<file path="config.mk">
export PLATFORM = sky130hd
export DESIGN_NAME = tan_islem_zamanlayici_flat
export DESIGN_NICKNAME = d
export VERILOG_FILES = /design/src/rtl/tan_islem_zamanlayici_if.sv /design/src/rtl/tan_islem_zamanlayici.sv /design/src/flat_wrapper.sv
export SDC_FILE = /design/constraint.sdc
export NUM_CORES = 1
export LEC_CHECK = 0
export ABC_AREA = 1
export BUFFER_PORTS_ARGS = -buffer_cell sky130_fd_sc_hd__buf_2
export CAP_MARGIN = 15
export CELL_PAD_IN_SITES_DETAIL_PLACEMENT = 1
export CELL_PAD_IN_SITES_GLOBAL_PLACEMENT = 1
export CORE_ASPECT_RATIO = 2
export CORE_MARGIN = 3
export CORE_UTILIZATION = 32
export DETAILED_ROUTE_END_ITERATION = 8
export GPL_TIMING_DRIVEN = 0
export PLACE_DENSITY_LB_ADDON = 0.1
export SYNTH_ARGS = -nofsm -noshare
export SYNTH_HDL_FRONTEND = slang
export SYNTH_SLANG_ARGS = --single-unit
export TNS_END_PERCENT = 30
</file>
<file path="constraint.sdc">
create_clock -name clk -period 5.1 [get_ports clk]
set_input_delay 1.02 -clock clk [delete_from_list [all_inputs] [get_ports clk]]
set_output_delay 1.02 -clock clk [all_outputs]
set_load 0.005 [all_outputs]
</file>
<file path="src/rtl/tan_islem_zamanlayici_if.sv">
// ============================================================================
// Module   : tan_islem_zamanlayici_if
// Purpose  : Handshake bundle between two requesters, the scheduler and the
//            shared single-operand function unit.
// Revision : 1.0 - initial release
// ============================================================================
`default_nettype none

interface tan_islem_zamanlayici_if #(
    parameter int GIRIS_W = 32,
    parameter int SONUC_W = 64
);
    logic               istek0;
    logic [GIRIS_W-1:0] sayi0;
    logic               istek1;
    logic [GIRIS_W-1:0] sayi1;
    logic               kabul0;
    logic               kabul1;
    logic               birim_basla;
    logic [GIRIS_W-1:0] birim_sayi;
    logic               birim_hazir;
    logic [SONUC_W-1:0] birim_sonuc;
    logic               birim_gecerli;
    logic [SONUC_W-1:0] sonuc;
    logic               sonuc_hedef;
    logic               sonuc_hazir;
    logic               hata;
    logic               mesgul;

    // Environment side: requesters plus the function unit.
    modport master (
        output istek0, sayi0, istek1, sayi1,
        output birim_hazir, birim_sonuc, birim_gecerli,
        input  kabul0, kabul1, birim_basla, birim_sayi,
        input  sonuc, sonuc_hedef, sonuc_hazir, hata, mesgul
    );

    // Scheduler side.
    modport slave (
        input  istek0, sayi0, istek1, sayi1,
        input  birim_hazir, birim_sonuc, birim_gecerli,
        output kabul0, kabul1, birim_basla, birim_sayi,
        output sonuc, sonuc_hedef, sonuc_hazir, hata, mesgul
    );
endinterface

`default_nettype wire

</file>
<file path="src/rtl/tan_islem_zamanlayici.sv">
// ============================================================================
// Module   : tan_islem_zamanlayici
// Purpose  : Round-robin scheduler sharing one start/done function unit
//            between two requesters, with completion timeout.
// Revision : 1.0 - initial release
// ============================================================================
`default_nettype none

module tan_islem_zamanlayici #(
    parameter int GIRIS_W     = 32,
    parameter int SONUC_W     = 64,
    parameter int ZAMAN_ASIMI = 64
) (
    input  wire logic              clk,
    input  wire logic              rst,
    tan_islem_zamanlayici_if.slave bus
);
    typedef enum logic [1:0] {
        BOS    = 2'd0,
        BEKLE  = 2'd1,
        TESLIM = 2'd2
    } durum_t;

    localparam logic [7:0] C_SON_SAYAC = 8'(ZAMAN_ASIMI - 1);

    durum_t             durum_q,       durum_d;
    logic               kabul0_q,      kabul0_d;
    logic               kabul1_q,      kabul1_d;
    logic               basla_q,       basla_d;
    logic               sonuc_hazir_q, sonuc_hazir_d;
    logic               hata_q,        hata_d;
    logic               mesgul_q,      mesgul_d;
    logic               sonuc_hedef_q, sonuc_hedef_d;
    logic               son_sahip_q,   son_sahip_d;
    logic [GIRIS_W-1:0] birim_sayi_q,  birim_sayi_d;
    logic [SONUC_W-1:0] sonuc_q,       sonuc_d;
    logic [7:0]         sayac_q,       sayac_d;
    logic               kazanan;

    // With both requesters active the one that did not win last time goes.
    assign kazanan = (bus.istek0 && bus.istek1) ? ~son_sahip_q : bus.istek1;

    always_comb begin
        durum_d       = durum_q;
        kabul0_d      = 1'b0;
        kabul1_d      = 1'b0;
        basla_d       = 1'b0;
        sonuc_hazir_d = 1'b0;
        hata_d        = hata_q;
        sonuc_hedef_d = sonuc_hedef_q;
        son_sahip_d   = son_sahip_q;
        birim_sayi_d  = birim_sayi_q;
        sonuc_d       = sonuc_q;
        sayac_d       = sayac_q;

        case (durum_q)
            BOS: begin
                if (bus.istek0 || bus.istek1) begin
                    durum_d      = BEKLE;
                    birim_sayi_d = kazanan ? bus.sayi1 : bus.sayi0;
                    kabul0_d     = ~kazanan;
                    kabul1_d     = kazanan;
                    basla_d      = 1'b1;
                    sayac_d      = 8'd0;
                    son_sahip_d  = kazanan;
                end
            end
            BEKLE: begin
                // A done pulse coincident with the start strobe belongs to nobody.
                if (!basla_q) begin
                    if (bus.birim_hazir) begin
                        durum_d       = TESLIM;
                        sonuc_d       = bus.birim_sonuc;
                        hata_d        = ~bus.birim_gecerli;
                        sonuc_hazir_d = 1'b1;
                        sonuc_hedef_d = son_sahip_q;
                    end else if (sayac_q == C_SON_SAYAC) begin
                        durum_d       = TESLIM;
                        sonuc_d       = '0;
                        hata_d        = 1'b1;
                        sonuc_hazir_d = 1'b1;
                        sonuc_hedef_d = son_sahip_q;
                    end else begin
                        sayac_d = sayac_q + 8'd1;
                    end
                end
            end
            TESLIM: begin
                durum_d = BOS;
            end
            default: begin
                durum_d = BOS;
            end
        endcase

        mesgul_d = (durum_d != BOS);
    end

    always_ff @(posedge clk or posedge rst) begin
        if (rst) begin
            durum_q       <= BOS;
            kabul0_q      <= 1'b0;
            kabul1_q      <= 1'b0;
            basla_q       <= 1'b0;
            sonuc_hazir_q <= 1'b0;
            hata_q        <= 1'b0;
            mesgul_q      <= 1'b0;
            sonuc_hedef_q <= 1'b0;
            son_sahip_q   <= 1'b1;
            birim_sayi_q  <= '0;
            sonuc_q       <= '0;
            sayac_q       <= 8'd0;
        end else begin
            durum_q       <= durum_d;
            kabul0_q      <= kabul0_d;
            kabul1_q      <= kabul1_d;
            basla_q       <= basla_d;
            sonuc_hazir_q <= sonuc_hazir_d;
            hata_q        <= hata_d;
            mesgul_q      <= mesgul_d;
            sonuc_hedef_q <= sonuc_hedef_d;
            son_sahip_q   <= son_sahip_d;
            birim_sayi_q  <= birim_sayi_d;
            sonuc_q       <= sonuc_d;
            sayac_q       <= sayac_d;
        end
    end

    assign bus.kabul0      = kabul0_q;
    assign bus.kabul1      = kabul1_q;
    assign bus.birim_basla = basla_q;
    assign bus.birim_sayi  = birim_sayi_q;
    assign bus.sonuc       = sonuc_q;
    assign bus.sonuc_hedef = sonuc_hedef_q;
    assign bus.sonuc_hazir = sonuc_hazir_q;
    assign bus.hata        = hata_q;
    assign bus.mesgul      = mesgul_q;

endmodule

`default_nettype wire

</file>
<file path="src/flat_wrapper.sv">
// flat-port wrapper written by rule: the top's interface ports become plain ports
module tan_islem_zamanlayici_flat 
#(
    parameter int GIRIS_W     = 32,
    parameter int SONUC_W     = 64,
    parameter int ZAMAN_ASIMI = 64
)
  (clk, rst, bus_istek0, bus_sayi0, bus_istek1, bus_sayi1, bus_birim_hazir, bus_birim_sonuc, bus_birim_gecerli, bus_kabul0, bus_kabul1, bus_birim_basla, bus_birim_sayi, bus_sonuc, bus_sonuc_hedef, bus_sonuc_hazir, bus_hata, bus_mesgul);
  tan_islem_zamanlayici_if #(.GIRIS_W(GIRIS_W), .SONUC_W(SONUC_W)) bus_i ();
  input  wire logic clk;
  input  wire logic rst;
  input wire logic [$bits(bus_i.istek0)-1:0] bus_istek0;
  input wire logic [$bits(bus_i.sayi0)-1:0] bus_sayi0;
  input wire logic [$bits(bus_i.istek1)-1:0] bus_istek1;
  input wire logic [$bits(bus_i.sayi1)-1:0] bus_sayi1;
  input wire logic [$bits(bus_i.birim_hazir)-1:0] bus_birim_hazir;
  input wire logic [$bits(bus_i.birim_sonuc)-1:0] bus_birim_sonuc;
  input wire logic [$bits(bus_i.birim_gecerli)-1:0] bus_birim_gecerli;
  output wire logic [$bits(bus_i.kabul0)-1:0] bus_kabul0;
  output wire logic [$bits(bus_i.kabul1)-1:0] bus_kabul1;
  output wire logic [$bits(bus_i.birim_basla)-1:0] bus_birim_basla;
  output wire logic [$bits(bus_i.birim_sayi)-1:0] bus_birim_sayi;
  output wire logic [$bits(bus_i.sonuc)-1:0] bus_sonuc;
  output wire logic [$bits(bus_i.sonuc_hedef)-1:0] bus_sonuc_hedef;
  output wire logic [$bits(bus_i.sonuc_hazir)-1:0] bus_sonuc_hazir;
  output wire logic [$bits(bus_i.hata)-1:0] bus_hata;
  output wire logic [$bits(bus_i.mesgul)-1:0] bus_mesgul;
  assign bus_i.istek0 = bus_istek0;
  assign bus_i.sayi0 = bus_sayi0;
  assign bus_i.istek1 = bus_istek1;
  assign bus_i.sayi1 = bus_sayi1;
  assign bus_i.birim_hazir = bus_birim_hazir;
  assign bus_i.birim_sonuc = bus_birim_sonuc;
  assign bus_i.birim_gecerli = bus_birim_gecerli;
  assign bus_kabul0 = bus_i.kabul0;
  assign bus_kabul1 = bus_i.kabul1;
  assign bus_birim_basla = bus_i.birim_basla;
  assign bus_birim_sayi = bus_i.birim_sayi;
  assign bus_sonuc = bus_i.sonuc;
  assign bus_sonuc_hedef = bus_i.sonuc_hedef;
  assign bus_sonuc_hazir = bus_i.sonuc_hazir;
  assign bus_hata = bus_i.hata;
  assign bus_mesgul = bus_i.mesgul;
  tan_islem_zamanlayici #(.GIRIS_W(GIRIS_W), .SONUC_W(SONUC_W), .ZAMAN_ASIMI(ZAMAN_ASIMI)) u_core (.clk(clk), .rst(rst), .bus(bus_i));
endmodule
</file>
### Word level (Yosys, flattened, before mapping)

Cells that the tools add are included.

* add/sub/neg operators: 1
* multipliers: 0
* div/mod/pow operators: 0
* $lt $le $gt $ge: 0
* equality and inequality tests: 6
* shifts and indexed selects: 0
* multiplexer cells: 28
* bitwise operators: 4
* reduce and logical (&&, ||, !) cells: 9

Operator list (count)
* 2-to-1 mux 64 bit: 2
* 2-to-1 mux 32 bit: 1
* 2-to-1 mux 8 bit: 4
* one-hot mux 8 bit (2 select lines): 1
* 2-to-1 mux 1 bit: 15
* adder 8 x 1 -> 8 bit (second input constant): 1
* == test 8 x 6 -> 1 bit (second input constant): 1
* 2-to-1 mux 2 bit: 4
* != test 2 bit (second input constant): 3
* nonzero test 2 bit: 3
* AND reduction 5 bit: 1
* NOT 1 bit: 4
* one-hot mux 2 bit (2 select lines): 1
* AND reduction 3 bit: 1
* == test 2 x 1 -> 1 bit (second input constant): 1
* logical NOT 2 bit: 1
* != test 2 x 1 -> 1 bit (second input constant): 1
* AND reduction 2 bit: 1
* logical AND 1 bit: 1
* logical OR 1 bit: 1

* register bits: 114
* bits in latches: 0
* RAM bits: 0
* bits in read-only memories: 0
* input port bits: 134
* output and inout port bits: 103
* word-level logic and storage cells: 60
* memories kept: 0

### Logic depth before layout (Yosys ltp)

* depth in word-level cells: 6
* mapped depth: 10
* gate-level depth less buffers: 9

### Worst setup path after synthesis

OpenSTA, ideal clock, no wires.

* kind: in2reg
* from: input port bus_istek1
* to: register u_core.birim_sayi_q[12] (netlist: u_core.bus.birim_sayi[12])
* library setup time: 0.076 ns
* arrival time: 1.791 ns
* data required time: 5.024 ns
* slack: 3.233 ns
* cell stages on the path: 5
* buffers on the path: 2
* cell sequence: o21ai_1 buf_2 clkbuf_1 nand2_1 o21ai_1

* cells in the longest elaborated chain, start to end: 3
* elaborated cells between the ends (all ways): 5
* classes of those cells: mux: 2; reduce/logical: 3

Ends and longest elaborated chain
* from (decl): line flat_wrapper.sv:14 `input wire logic [$bits(bus_i.istek1)-1:0] bus_istek1;`
* logical AND 1 bit: line tan_islem_zamanlayici.sv:41 `assign kazanan = (bus.istek0 && bus.istek1) ? ~son_sahip_q : bus.istek1;`
* 2-to-1 mux 1 bit: line tan_islem_zamanlayici.sv:41
* 2-to-1 mux 32 bit: line tan_islem_zamanlayici.sv:60 `birim_sayi_d = kazanan ? bus.sayi1 : bus.sayi0;`
* to (signal assigned): line tan_islem_zamanlayici.sv:123 `birim_sayi_q <= birim_sayi_d;`
* to (decl): line tan_islem_zamanlayici.sv:35 `logic [GIRIS_W-1:0] birim_sayi_q, birim_sayi_d;`

Several ways; a longest one is shown, not always the timed one.
A chain may end at the register's enable or synchronous reset.

### Worst setup path in the final report

* from: register u_core.sonuc_q[14] (netlist: u_core.bus.sonuc[14])
* to: output port bus_sonuc[14]

RTL lines
* from (decl): line tan_islem_zamanlayici.sv:36 `logic [SONUC_W-1:0] sonuc_q, sonuc_d;`
* from (signal assigned): line tan_islem_zamanlayici.sv:124 `sonuc_q <= sonuc_d;`
* to (decl): line flat_wrapper.sv:23 `output wire logic [$bits(bus_i.sonuc)-1:0] bus_sonuc;`

No word-level cell between the ends.

==> flow_summary.json <==
{
  "status": "complete, no violations",
  "p_int_mw": 2.72,
  "clockPowerShare_pct": 29.4,
  "hpwlAfterDp_um": 12700,
  "firstDrtPassIters": 4,
  "critPathLaunchType": "flip-flop",
  "grt_pass1_wl_um": 26400,
  "netlist_instances": 565,
  "drive_above_1_share_pct": 35.0,
  "holdWs_ns": 0.466,
  "switching_power_mw": 1.56,
  "synth_area_sq_um": 4800,
  "regArea_sq_um": 2850,
  "coreArea_sq_um": 14500,
  "ys_seq_area_share_pct": 59.4,
  "total_power_mw": 4.28,
  "synth_top_area_share_pct": 58.9,
  "min-delay-start": "u_core.bus.sonuc[37]$_DFFE_PP0P_",
  "ctsResizeCount": 0,
  "fill_cells": 1846,
  "drt_iter0_markers": 124,
  "grt_overflow": 0,
  "start_util_pct": 33.1,
  "seqPwrFrac_pct": 35.9,
  "cts_setup_buffers": 0,
  "cts_buffers": 17,
  "area_growth_pct": 43.4,
  "yosysTopAreaCell": "dfrtp_1",
  "gp_congestion": 0.789,
  "grt_pass1_vias": 5369,
  "fin_crit_sh_pct": 38.4,
  "antenna_found_initial": 1,
  "synth_edf_count": 0,
  "ys_top_cells_by_area": "dfrtp_1 59%, nand2_1 16%, nand3_1 7.4%, o21ai_0 6.3%, nor2_1 3.9%",
  "dieWidth_um": 92.6,
  "clockRootBuffer": "clkbuf_16",
  "ys_async_sr_fraction_pct": 100,
  "clockBufferDepth": 2,
  "pwr-share-comb_pct": 34.7,
  "vdd_drop_max_v": 0.000227,
  "swShare_pct": 36.4,
  "synthesis.nets": 700,
  "grt_max_degree": 75,
  "grt_setup_unrepaired": "no",
  "finalClockSkew_ns": 0.0132,
  "crit_slowest_cell": "dfrtp_1",
  "worstMarginPinSlew_ns": 0.541,
  "yosysMostFrequentCell": "nand2_1",
  "power_density_nw_per_um2": 621,
  "htreeDepth": 4,
  "max_stage_delay_ns": 0.39,
  "power.leakage_nw": 3.81,
  "track_usage_pct": 20.1,
  "synthTopCellsByCount": "204 x nand2_1, 113 x dfrtp_1, 71 x nand3_1",
  "finalSetupTns_ns": 0,
  "final_cells": 1027,
  "die_area_sq_um": 16600,
  "drtAntennaViolNets": 0,
  "path_buf_inv": 1,
  "die_h_um": 179,
  "vias_per_cell": 4.70,
  "wl_um": 16500,
  "dp.cells": 994,
  "hp-class": "reg2reg",
  "drv_cap": 0,
  "finalInstanceArea_sq_um": 6890,
  "nets": 956,
  "endpoint_kind": "output port",
  "port_buffers": 236,
  "crit_type": "reg2out",
  "hold_viol_final": 0,
  "worstSkewPairLatency_ns": 0.41,
  "clock.fmax_ghz": 0.510,
  "yosys.cell_types.count": 20,
  "drc": 0,
  "rows": 62,
  "cts.sinks": 114,
  "io_pins": 237,
  "placed_cell_area_sq_um": 6260,
  "critical_path.top_delay_family": "flip-flops",
  "holdBufCountCts": 0,
  "via_count": 4822,
  "post_drt_wl_per_cell_um": 16.0,
  "reg2reg_from": "u_core.son_sahip_q$_DFFE_PP1P_",
  "min_period_ns": 1.96,
  "crit_fanout": 2,
  "yosysWarnings": 0,
  "worstPathRequired_ns": 4.08,
  "slew_violations": 0,
  "synthFlopType": "dfrtp_1",
  "multi_input_area_sq_um": 1730,
  "setup.worst_path.start": "u_core.bus.sonuc[14]$_DFFE_PP0P_",
  "cts.clk_slew.worst_paths_ns": 0.06,
  "cp_data_arrival_time_ns": 0.94,
  "max_slew_margin_pct": 64.0,
  "setup_viol": 0,
  "tritoncts": "yes",
  "cp_cell_sequence": "buf_2",
  "synth.avg_cell_area_sq_um": 8.50,
  "ys_seq_elements": 114
}
## kinds of logic after synthesis
kind of cell / count (synthesis) / synth area share [%]
fa+ha+maj: 1 / 0.260
buf+inv: 48 / 4.58
simple gates: 329 / 27.8
xor+xnor: 3 / 0.547
compound gates: 70 / 7.35
flops: 114 / 59.4
## layout make-up
cell class | count | share of cell area [%]
antenna | 1 | 0.0363
buffer | 35 | 2.49
clock buffer | 19 | 6.58
clock inverter | 13 | 2.53
inverter | 13 | 0.781
multi-input combinational | 403 | 25.1
sequential | 114 | 41.4
tap | 192 | 3.49
timing repair buffer | 237 | 17.6
## power groups by stage
stage / sequential, mW / combinational, mW / clock (mW)
6_report: 1.53 / 1.49 / 1.26
5_1_grt: 1.59 / 1.71 / 1.33
4_1_cts: 1.54 / 1.53 / 1.28
3_5_place_dp: 1.55 / 1.52 / 0
3_3_place_gp: 1.52 / 1.44 / 0
2_1_floorplan: 1.57 / 0.729 / 0
## cell usage in the layout, fill, tap and decap left out
cell type and n:
clkinvlp_4 3, nand3_2 1, nand2_2 2, inv_6 5
o21ai_1 7, o21ai_0 60, nand2_1 204, bufinv_16 3
xnor2_1 1, ha_1 1, buf_6 3, clkinv_4 3
dfstp_2 1, inv_2 1, diode_2 1, a21oi_1 2
o21bai_1 1, clkbuf_8 2, xor2_1 2, inv_1 11
buf_2 250, clkbuf_1 18, buf_16 1, nor2_1 50
nand4_1 1, clkbuf_16 17, dfrtp_1 113, nand3_1 71
## flip-flops by register name, summed over array words and instances (netlist names)
signal and flops:
u_core.bus.kabul0 1, u_core.sayac_q 8, u_core.bus.kabul1 1, u_core.bus.sonuc_hedef 1, u_core.bus.hata 1, u_core.durum_q 2
u_core.bus.birim_sayi 32, u_core.bus.sonuc_hazir 1, u_core.son_sahip_q 1, u_core.bus.birim_basla 1, u_core.bus.mesgul 1, u_core.bus.sonuc 64
## path summary, 6_finish.rpt
path,to,depth (start not counted),slack [ns]
worst max-delay path,bus_sonuc[14],1,3.14
worst min-delay path,u_core.bus.sonuc[37]$_DFFE_PP0P_,2,0.47
worst max register to register,u_core.bus.birim_sayi[7]$_DFFE_PP0P_,6,3.39
worst min register to register,u_core.bus.sonuc[37]$_DFFE_PP0P_,2,0.47
max in group asynchronous,u_core.son_sahip_q$_DFFE_PP1P_,3,3.79
min in group asynchronous,u_core.bus.birim_sayi[18]$_DFFE_PP0P_,2,0.61
## per-stage QoR
stage               setup slack [ns]  utilization, %
finish                          3.14            47.5
global route                    2.97            47.5
CTS                             3.12            47.5
detailed placement              2.70            43.1
global placement              -0.381            42.9
floorplan                       1.07               -
## layer usage
metal	share of wire (%)	wire length [um]	up-vias	track usage [%]
li1	-	-	2335	-
met1	35	5830	2278	20.9
met2	55	9000	180	37.3
met3	7.2	1180	29	5.84
met4	2.8	469	0	8.20
met5	0	0	-	0
## worst register-to-register path: stages, from the launching register on
cell and delay (ns):
dfstp_2 0.55, nand2_1 0.06, nand2_1 0.20, inv_1 0.16
clkbuf_1 0.24, o21ai_0 0.26, o21ai_0 0.12
No activity file was read; power rests on OpenSTA's default activity.
